--- src/rtl/seg_scan.sv ---
// seg_scan: time-multiplexed scan driver for an N-digit seven-segment display.
//
// Sits directly upstream of a hex-to-segment decoder. Each digit owns one slot
// of TICK_DIV clocks; the first DEAD clocks of every slot keep all digits off
// to suppress ghosting. Display data is double-buffered: loads land in a
// pending register and are promoted to the displayed (shadow) value only at
// the frame boundary, so a frame never shows a mix of old and new digits.
//
// Ports:
//   clk50m      in   system clock, rising edge
//   rst         in   synchronous reset, active-high
//   value_i     in   4*NUM_DIGITS hex digits, [3:0] is digit 0
//   load        in   single-cycle strobe capturing value_i / blank_lz_i
//   blank_lz_i  in   leading-zero blanking enable for the loaded value
//   hex         out  nibble for the segment decoder
//   blank       out  high forces all segments off
//   digit_sel   out  active-low one-hot common-digit enable (all ones = off)
//   load_ack    out  one-cycle pulse when a loaded value becomes displayed
//   frame_done  out  one-cycle pulse at the end of the last digit slot
module seg_scan #(
  parameter int NUM_DIGITS = 4,
  parameter int TICK_DIV   = 50000,
  parameter int DEAD       = 500
) (
  input  logic                    clk50m,
  input  logic                    rst,
  input  logic [4*NUM_DIGITS-1:0] value_i,
  input  logic                    load,
  input  logic                    blank_lz_i,
  output logic [3:0]              hex,
  output logic                    blank,
  output logic [NUM_DIGITS-1:0]   digit_sel,
  output logic                    load_ack,
  output logic                    frame_done
);

  localparam int VAL_W = 4 * NUM_DIGITS;
  localparam int CNT_W = $clog2(TICK_DIV);
  localparam int IDX_W = $clog2(NUM_DIGITS);

  localparam logic [CNT_W-1:0] CNT_LAST = CNT_W'(TICK_DIV - 1);
  localparam logic [CNT_W-1:0] CNT_DEAD = CNT_W'(DEAD);
  localparam logic [IDX_W-1:0] IDX_LAST = IDX_W'(NUM_DIGITS - 1);

  // Nibble k of a packed digit vector.
  function automatic logic [3:0] digit_of(input logic [VAL_W-1:0] v,
                                          input logic [IDX_W-1:0] k);
    logic [3:0] r;
    r = 4'h0;
    for (int j = 0; j < NUM_DIGITS; j++) begin
      if (IDX_W'(j) == k) r = v[4*j +: 4];
    end
    return r;
  endfunction

  // Active-low enable with only digit k pulled low.
  function automatic logic [NUM_DIGITS-1:0] sel_of(input logic [IDX_W-1:0] k);
    logic [NUM_DIGITS-1:0] r;
    r = '1;
    for (int j = 0; j < NUM_DIGITS; j++) begin
      if (IDX_W'(j) == k) r[j] = 1'b0;
    end
    return r;
  endfunction

  // Digit k is a leading zero when it and every more-significant digit are
  // zero. Digit 0 always stays lit so an all-zero value still shows "0".
  function automatic logic lz_blank(input logic [VAL_W-1:0] v,
                                    input logic             lz,
                                    input logic [IDX_W-1:0] k);
    logic upper_zero;
    upper_zero = 1'b1;
    for (int j = 0; j < NUM_DIGITS; j++) begin
      if ((IDX_W'(j) >= k) && (v[4*j +: 4] != 4'h0)) upper_zero = 1'b0;
    end
    return lz && (k != '0) && upper_zero;
  endfunction

  // Scan state and buffers (stage 0)
  logic [CNT_W-1:0] cnt_p0;
  logic [IDX_W-1:0] idx_p0;
  logic [VAL_W-1:0] shadow_val_p0;
  logic             shadow_lz_p0;
  logic [VAL_W-1:0] pend_val_p0;
  logic             pend_lz_p0;
  logic             pend_vld_p0;

  logic slot_end;
  logic frame_end;
  logic in_dead;

  assign slot_end  = (cnt_p0 == CNT_LAST);
  assign frame_end = slot_end && (idx_p0 == IDX_LAST);
  assign in_dead   = (cnt_p0 < CNT_DEAD);

  // Pending data needs no reset: pend_vld_p0 qualifies it, and a load that
  // coincides with rst is dropped because pend_vld_p0 is held clear.
  always_ff @(posedge clk50m) begin
    if (load) begin
      pend_val_p0 <= value_i;
      pend_lz_p0  <= blank_lz_i;
    end
  end

  always_ff @(posedge clk50m) begin
    if (rst) begin
      cnt_p0        <= '0;
      idx_p0        <= '0;
      shadow_val_p0 <= '0;
      shadow_lz_p0  <= 1'b0;
      pend_vld_p0   <= 1'b0;
    end else begin
      if (slot_end) begin
        cnt_p0 <= '0;
        idx_p0 <= (idx_p0 == IDX_LAST) ? '0 : idx_p0 + 1'b1;
      end else begin
        cnt_p0 <= cnt_p0 + 1'b1;
      end

      // A load landing exactly on the boundary bypasses pending entirely.
      if (frame_end && load) begin
        shadow_val_p0 <= value_i;
        shadow_lz_p0  <= blank_lz_i;
        pend_vld_p0   <= 1'b0;
      end else if (frame_end && pend_vld_p0) begin
        shadow_val_p0 <= pend_val_p0;
        shadow_lz_p0  <= pend_lz_p0;
        pend_vld_p0   <= 1'b0;
      end else if (load) begin
        pend_vld_p0   <= 1'b1;
      end
    end
  end

  // Output registers (stage 1): one cycle behind the scan state
  always_ff @(posedge clk50m) begin
    if (rst) begin
      hex        <= 4'h0;
      blank      <= 1'b1;
      digit_sel  <= '1;
      load_ack   <= 1'b0;
      frame_done <= 1'b0;
    end else begin
      hex        <= digit_of(shadow_val_p0, idx_p0);
      frame_done <= frame_end;
      load_ack   <= frame_end && (load || pend_vld_p0);
      if (in_dead) begin
        digit_sel <= '1;
        blank     <= 1'b1;
      end else begin
        digit_sel <= sel_of(idx_p0);
        blank     <= lz_blank(shadow_val_p0, shadow_lz_p0, idx_p0);
      end
    end
  end

endmodule

--- config.mk ---
export PLATFORM = sky130hd
export DESIGN_NAME = seg_scan
export DESIGN_NICKNAME = d
export VERILOG_FILES = /design/src/rtl/seg_scan.sv
export SDC_FILE = /design/constraint.sdc
export NUM_CORES = 1
export LEC_CHECK = 0
export ABC_AREA = 1
export CORE_ASPECT_RATIO = 1.75
export CORE_MARGIN = 5
export CORE_UTILIZATION = 50
export CTS_CLUSTER_DIAMETER = 200
export DETAILED_ROUTE_END_ITERATION = 6
export GPL_TIMING_DRIVEN = 0
export HOLD_SLACK_MARGIN = 0.15
export PLACE_DENSITY = 0.8
export SLEW_MARGIN = 20
export SYNTH_ARGS = -nofsm -noshare
export SYNTH_HDL_FRONTEND = slang
export SYNTH_SLANG_ARGS = --single-unit
--- constraint.sdc ---
create_clock -name clk50m -period 1.79 [get_ports clk50m]
set_clock_uncertainty 0.05 [all_clocks]
set_input_delay 0.179 -clock clk50m [delete_from_list [all_inputs] [get_ports clk50m]]
set_output_delay 0.179 -clock clk50m [all_outputs]
set_load 0.01 [all_outputs]
==> results of run 1 <==
cells in the mapped netlist (all sizes together):
cell type	count
nor3	9
dfxtp	47
o21a	1
a21oi	24
xor2	1
buf	7
edfxtp	17
clkbuf	4
nor2	30
or2	4
nand2	147
nand3b	1
o21ai	7
o31ai	1
nor3b	2
inv	71
ha	6
nand3	7
nor4	3
xnor2	2
nand4	7
o211ai	1
a211oi	1
clkinv	1
where the power goes:
group / leakage, nW / switching [mW] / total, mW / internal, mW
logic: 1.19 / 0.0819 / 0.154 / 0.0726
registers: 0.546 / 0.0134 / 1.54 / 1.53
clock network: 0.105 / 0.535 / 1.20 / 0.665
worst min path at each step:
stage | end | slack, ps
finish | pend_val_p0[15] | 360
global route | pend_val_p0[10] | 350
CTS | pend_val_p0[15] | 350
detailed placement | cnt_p0[0] | 400
global placement | cnt_p0[0] | 380
floorplan | frame_done | 200
cells by family (layout without fill, tap and decap cells):
logic type | Yosys count | count (layout) | share of synthesized area, %
adder cells (fa/ha/maj) | 6 | 6 | 2.45
XOR/XNOR | 3 | 3 | 0.859
AND/OR/NAND/NOR | 210 | 210 | 32.0
flip-flops | 64 | 64 | 47.4
AO/OA/AOI/OAI | 35 | 35 | 6.05
buffers and inverters | 83 | 129 | 11.2
cells in the final DEF (no fill, tap or decap), types with 2 or more instances in the layout:
cell / n
clkinv_2: 2
nand2_1: 142
nand4_4: 3
xnor2_1: 2
edfxtp_1: 17
nor2_8: 2
nor4_1: 3
inv_1: 69
ha_1: 5
buf_6: 3
nor2_1: 27
dfxtp_1: 47
a21oi_1: 24
nor3_1: 8
nand2_2: 3
clkinv_4: 2
clkbuf_8: 11
or2_2: 4
nor3b_1: 2
o21ai_0: 7
clkdlybuf4s50_1: 29
nand4_1: 4
nand3_1: 6
nand2_4: 2
clkbuf_1: 4
buf_4: 2
worst max-delay path, delay by kind of cell (launching register included):
family	cells	cell delay [ps]
adder cells (fa/ha/maj)	1	240
flip-flops	1	370
AND/OR/NAND/NOR	4	820
AO/OA/AOI/OAI	1	130
through the flow:
| stage | cell area [sq um] | total power [mW] | instances | util, % |
|---|---|---|---|---|
| final | 3670 | 2.89 | 525 | 62.0 |
| after global routing | 3670 | 3.03 | 525 | 62.0 |
| after CTS | 3660 | 2.92 | 525 | 61.8 |
| after detailed placement | 3460 | 1.72 | 509 | 58.3 |
| after global placement | 3460 | 1.72 | 509 | 58.3 |
| after floorplan | 3060 | 1.65 | 401 | - |
layer usage:
metal  track usage, %  vias up  part of all wire [%]
met5                0        -                     0
met4             11.0        0                   3.3
met3             4.32       17                   3.7
met2             30.8       54                    56
met1             14.2     1092                    37
li1                 -     1316                     -
sequential cells by signal, indices dropped and copies added (netlist names):
register       flops
cnt_p0            16
shadow_lz_p0       1
pend_vld_p0        1
blank              1
idx_p0             2
load_ack           1
shadow_val_p0     16
pend_val_p0       16
digit_sel          4
hex                4
frame_done         1
pend_lz_p0         1
area by class of cell:
cell class,instances,area [sq um],area share (%)
Clock buffer,13,180,4.91
Buffer,11,73.8,2.01
Sequential cell,64,1450,39.5
Inverter,72,274,7.46
Tap cell,78,97.6,2.66
Timing Repair Buffer,30,302,8.21
Multi-Input combinational cell,254,1270,34.6
Clock inverter,3,22.5,0.613
what timing repair did:
item                                    in CTS  in global routing
gates resized for setup                      4                  3
pin swaps                                    0                  1
endpoints found under the hold margin        0                  0
endpoints found under the setup margin      26                 19
==> qor.csv, run 1 <==
stage,metric,value,unit
floorplanning,full die area,0.00784,sq mm
run,max_cap viols,0,
synthesis,"Avg Cell Area, Syn",7.63,sq um
routing,DR iter-0 viols,126,
sta,max-slew violations,0,
floorplanning,I/O Pins,31,
grt,total grt overflow,0,
grt,initial antenna violation count,0,
critical_path,CP Class,reg -> reg,
floorplanning,die width,69.1,um
sta,minimum clock period,1680,ps
power,peak supply drop,653,uV
synthesis,Post-Syn Nets,427,
sta,setup TNS,0,ps
sta,WHS,364,ps
synthesis,Synth area leaders,"dfxtp_1 31%, nand2_1 18%, edfxtp_1 17%, inv_1 8.5%, a21oi_1 3.9%",
floorplanning,row cnt,37,
synthesis,Synth cell types,36,
layout,Final nets,468,
clock_network,clock-pin slew on the worst setup and hold paths,70,ps
clock_network,CTS Buffer Depth,2,
clock_network,CTS Buf Count,9,
place,Detailed Place HPWL,4540,um
routing,Initial DRT Pass Iterations,5,
outcome,outcome,"finished, final reports clean",
critical_path,worst path cell trace,ha_2 -> nand3_4 -> nor3_4 -> nand2_1 -> or2_2 -> a21oi_1,
synthesis,Post-Syn Area,0.00306,sq mm
sta,Slew Limit Headroom,72.1,%
layout,share of cells above drive strength 1,9.84,%
synthesis,share of the synthesized area in the top cell type,30.8,%
critical_path,max incr delay on CP,370,ps
clock_network,worst-skew pair later-pin latency,340,ps
synthesis,post-synthesis instance total,401,
worst_hold_path,worst hold path type,in -> reg,
sta,Final Cycle Share,93.9,%
grt,All-Layer GR Usage,16.1,%
critical_path,crit path launch type,flop,
synthesis,#FFs+latches synth,64,
critical_path,CP Capture Point,cnt_p0[12],
clock_network,CTS sink count,64,
critical_path,Worst R2R Start,cnt_p0[0],
grt,largest net degree at the start of global routing,19,
critical_path,"reg-to-reg slack, setup",110,ps
sta,setup violators final,0,
floorplanning,die height,113,um
routing,vias after detailed routing,2479,
routing,Residual DRC,0,
synthesis,Syn. warnings,0,
critical_path,Worst path slowest cell,dfxtp_1,
grt,vias in the first global route,2443,
place,Final Wtd Congestion,0.853,
sta,RSZ-0062 raised after global routing,false,
critical_path,CP Data Required Time,2010,ps
routing,drt total wl,5910,um
synthesis,"Seq/Total Area, Yosys",47.4,%
clock_network,Root Buffer,clkbuf_8,
critical_path,Critical Path End Type,flop,
sta,f_max,595,MHz
floorplanning,initial core utilization,51.6,%
place,# port buffers,30,
sta,Hold Fails Final Rpt,0,
clock_network,Setup Buffers After CTS,0,
clock_network,CTS tree,built,
layout,area grow syn2layout,20.0,%
grt,first-pass GRT wire length,10100,um
layout,diode count,0,
power,Leak,1.84,nW
floorplanning,CORE AREA,0.00593,sq mm
routing,Vias/cell,4.72,
worst_hold_path,hold wc startpoint,value_i[15],
place,pre-CTS setup slack,-745,ps
sta,setup ws final,110,ps
critical_path,Critical Path Start,cnt_p0[0],
layout,fillers,549,
critical_path,worst-path maximum fanout,6,
worst_hold_path,hold depth,1,
synthesis,Synth area leader,dfxtp_1,
critical_path,R2R Path End,cnt_p0[12],
clock_network,H-tree Lvls,3,
sta,Slew @ Worst Pin,419,ps
routing,drt wl/cell,11.3,um
clock_network,Hold Buf Count CTS,0,
critical_path,Critical Path AT,1900,ps
critical_path,depth of the most critical reg-to-reg path,6,
routing,Final ANT Viol Nets,0,
power,pwr dens,788,mW/mm^2
(Power assumes the default switching activity.)
==> run 2: changes to the inputs <==
--- a/config.mk
+++ b/config.mk
@@ -11,6 +11,7 @@
 export CORE_UTILIZATION = 50
 export CTS_CLUSTER_DIAMETER = 200
 export DETAILED_ROUTE_END_ITERATION = 6
+export GPL_ROUTABILITY_DRIVEN = 0
 export GPL_TIMING_DRIVEN = 0
 export HOLD_SLACK_MARGIN = 0.15
 export PLACE_DENSITY = 0.8
==> results of run 2 <==
The final DEF is identical to that of run 1; final timing and power are the same.
==> run 3: changes to the inputs <==
--- a/config.mk
+++ b/config.mk
@@ -8,13 +8,13 @@
 export ABC_AREA = 1
 export CORE_ASPECT_RATIO = 1.75
 export CORE_MARGIN = 5
-export CORE_UTILIZATION = 50
+export CORE_UTILIZATION = 25
 export CTS_CLUSTER_DIAMETER = 200
 export DETAILED_ROUTE_END_ITERATION = 6
 export GPL_ROUTABILITY_DRIVEN = 0
 export GPL_TIMING_DRIVEN = 0
 export HOLD_SLACK_MARGIN = 0.15
-export PLACE_DENSITY = 0.8
+export PLACE_DENSITY = 0.5
 export SLEW_MARGIN = 20
 export SYNTH_ARGS = -nofsm -noshare
 export SYNTH_HDL_FRONTEND = slang
==> qor.csv, run 3 (same netlist as run 1, synthesis figures left out) <==
stage,metric,value,unit
layout,most frequent cells in the layout,"143 x nand2_1, 69 x inv_1, 47 x dfxtp_1",
routing,drt total wl,6630,um
clock_network,worst-skew pair later-pin latency,330,ps
layout,diode count,0,
floorplanning,die height,156,um
power,sequential fraction of design power,47.7,%
clock_network,CTS tree,built,
power,peak supply drop,517,uV
clock_network,CTS sink count,64,
grt,largest net degree at the start of global routing,19,
sta,Slew Limit Headroom,71.1,%
layout,"most common cell after layout, fill and taps aside",nand2_1,
power,Gate power share,4.8,%
grt,All-Layer GR Usage,10.2,%
grt,total grt overflow,0,
routing,drt wl/cell,10.8,um
routing,Final ANT Viol Nets,0,
sta,Hold Fails Final Rpt,0,
sta,setup violators final,0,
outcome,outcome,"finished, final reports clean",
routing,Residual DRC,0,
floorplanning,I/O Pins,31,
sta,RSZ-0062 raised after global routing,false,
clock_network,H-tree Lvls,3,
sta,minimum clock period,1680,ps
power,Sw Share,21.6,%
place,Detailed Place HPWL,5210,um
place,# port buffers,30,
critical_path,CP Class,reg -> reg,
layout,area grow syn2layout,25.2,%
routing,DR iter-0 viols,70,
critical_path,CP Data Required Time,1960,ps
grt,first-pass GRT wire length,11600,um
power,pwr dens,844,mW/mm^2
clock_network,CTS Buf Count,9,
routing,vias after detailed routing,2455,
place,dpl cell area,0.00357,sq mm
routing,routed wl met2,3680,um
run,max_cap viols,0,
floorplanning,full die area,0.0146,sq mm
power,Clk pwr share,47.6,%
place,Placed Cells,596,
clock_network,Hold Buf Count CTS,0,
floorplanning,CORE AREA,0.0120,sq mm
routing,Initial DRT Pass Iterations,4,
layout,share of cells above drive strength 1,8.95,%
power,total power,3.23,mW
clock_network,Root Buffer,clkbuf_16,
layout,Final nets,468,
sta,f_max,595,MHz
critical_path,worst path cell trace,ha_2 -> nand3_4 -> nor2_8 -> nand2_4 -> nand2_1 -> buf_4 -> nor2_1,
floorplanning,initial core utilization,25.5,%
power,Switch Pwr,699,uW
grt,vias in the first global route,2543,
critical_path,max incr delay on CP,350,ps
floorplanning,die width,93.6,um
layout,final instance area,0.00383,sq mm
power,Int Pwr,2.53,mW
routing,uppermost layer routed,met4,
worst_hold_path,worst hold path type,in -> reg,
sta,Slew @ Worst Pin,433,ps
routing,Vias/cell,4.01,
critical_path,worst-path maximum fanout,10,
routing,Metal-1 WL,2480,um
critical_path,Critical Path End Type,flop,
clock_network,CTS Buffer Depth,2,
sta,Final Cycle Share,93.9,%
sta,max-slew violations,0,
layout,Largest regs,"cnt_p0: 16 flops, pend_val_p0: 16 flops, shadow_val_p0: 16 flops",
power,Leak,1.85,nW
clock_network,clock-pin slew on the worst setup and hold paths,50,ps
grt,initial antenna violation count,0,
clock_network,Setup Buffers After CTS,0,
critical_path,Critical Path AT,1850,ps
layout,Layout Cells excl Fill,612,
critical_path,Worst path slowest cell,dfxtp_1,
critical_path,crit path launch type,flop,
routing,met3 WL post-DR,209,um
floorplanning,row cnt,53,
run 3: cell count changes in the layout (fill, tap and decap cells not counted), sizes merged:
cell	delta
clkinv	-1
buf	+1
clkdlybuf4s15	-1
clkinvlp	+2
inv	-1
run 3: metal layers:
metal | up-vias | track usage (%)
li1 | 1310 | -
met1 | 1083 | 9.46
met2 | 45 | 19.3
met3 | 17 | 2.02
met4 | 0 | 7.16
met5 | - | 0
run 3: final cells by class:
type                            instances  area (sq um)
Buffer                                 11          73.8
Clock buffer                           13           240
Clock inverter                          3          20.0
Fill cell                            1299          8170
Inverter                               72           277
Multi-Input combinational cell        254          1270
Sequential cell                        64          1450
Tap cell                              165           206
Timing Repair Buffer                   30           295
run 3: worst paths after layout:
kind	start	endpoint	slack, ps	depth (start not counted)
hold reg to reg	cnt_p0[0]	cnt_p0[0]	400	1
setup reg to reg	cnt_p0[0]	cnt_p0[6]	110	7
setup / recovery	cnt_p0[0]	cnt_p0[6]	110	7
hold / removal	load	pend_val_p0[14]	250	1
run 3: timing repair:
action                     in CTS  in global routing
gates cloned                    0                  0
gates resized for setup         4                  5
setup endpoints to repair      28                 15
run 3: critical path: cells and delay by family (launching register included):
kind | cells | cell delay, ps
flops | 1 | 350
fa+ha+maj | 1 | 220
buf+inv | 1 | 240
simple gates | 5 | 710
run 3: metrics by stage:
stage	util (%)	worst slack, ps	hold slack, ps	setup TNS [ps]
6_report	31.9	110	247	0
5_1_grt	31.9	8.64	267	0
4_1_cts	31.9	43.5	364	0
3_5_place_dp	29.7	-876	394	-14730
3_3_place_gp	29.7	-830	380	-13890
2_1_floorplan	-	262	201	0
run 3: power groups by stage:
| stage | combinational [mW] | sequential (mW) | clock, mW |
|---|---|---|---|
| finish | 0.154 | 1.54 | 1.54 |
| global route | 0.180 | 1.54 | 1.65 |
| CTS | 0.158 | 1.54 | 1.59 |
| detailed placement | 0.158 | 1.57 | 0 |
| global placement | 0.155 | 1.57 | 0 |
| floorplan | 0.0828 | 1.57 | 0 |
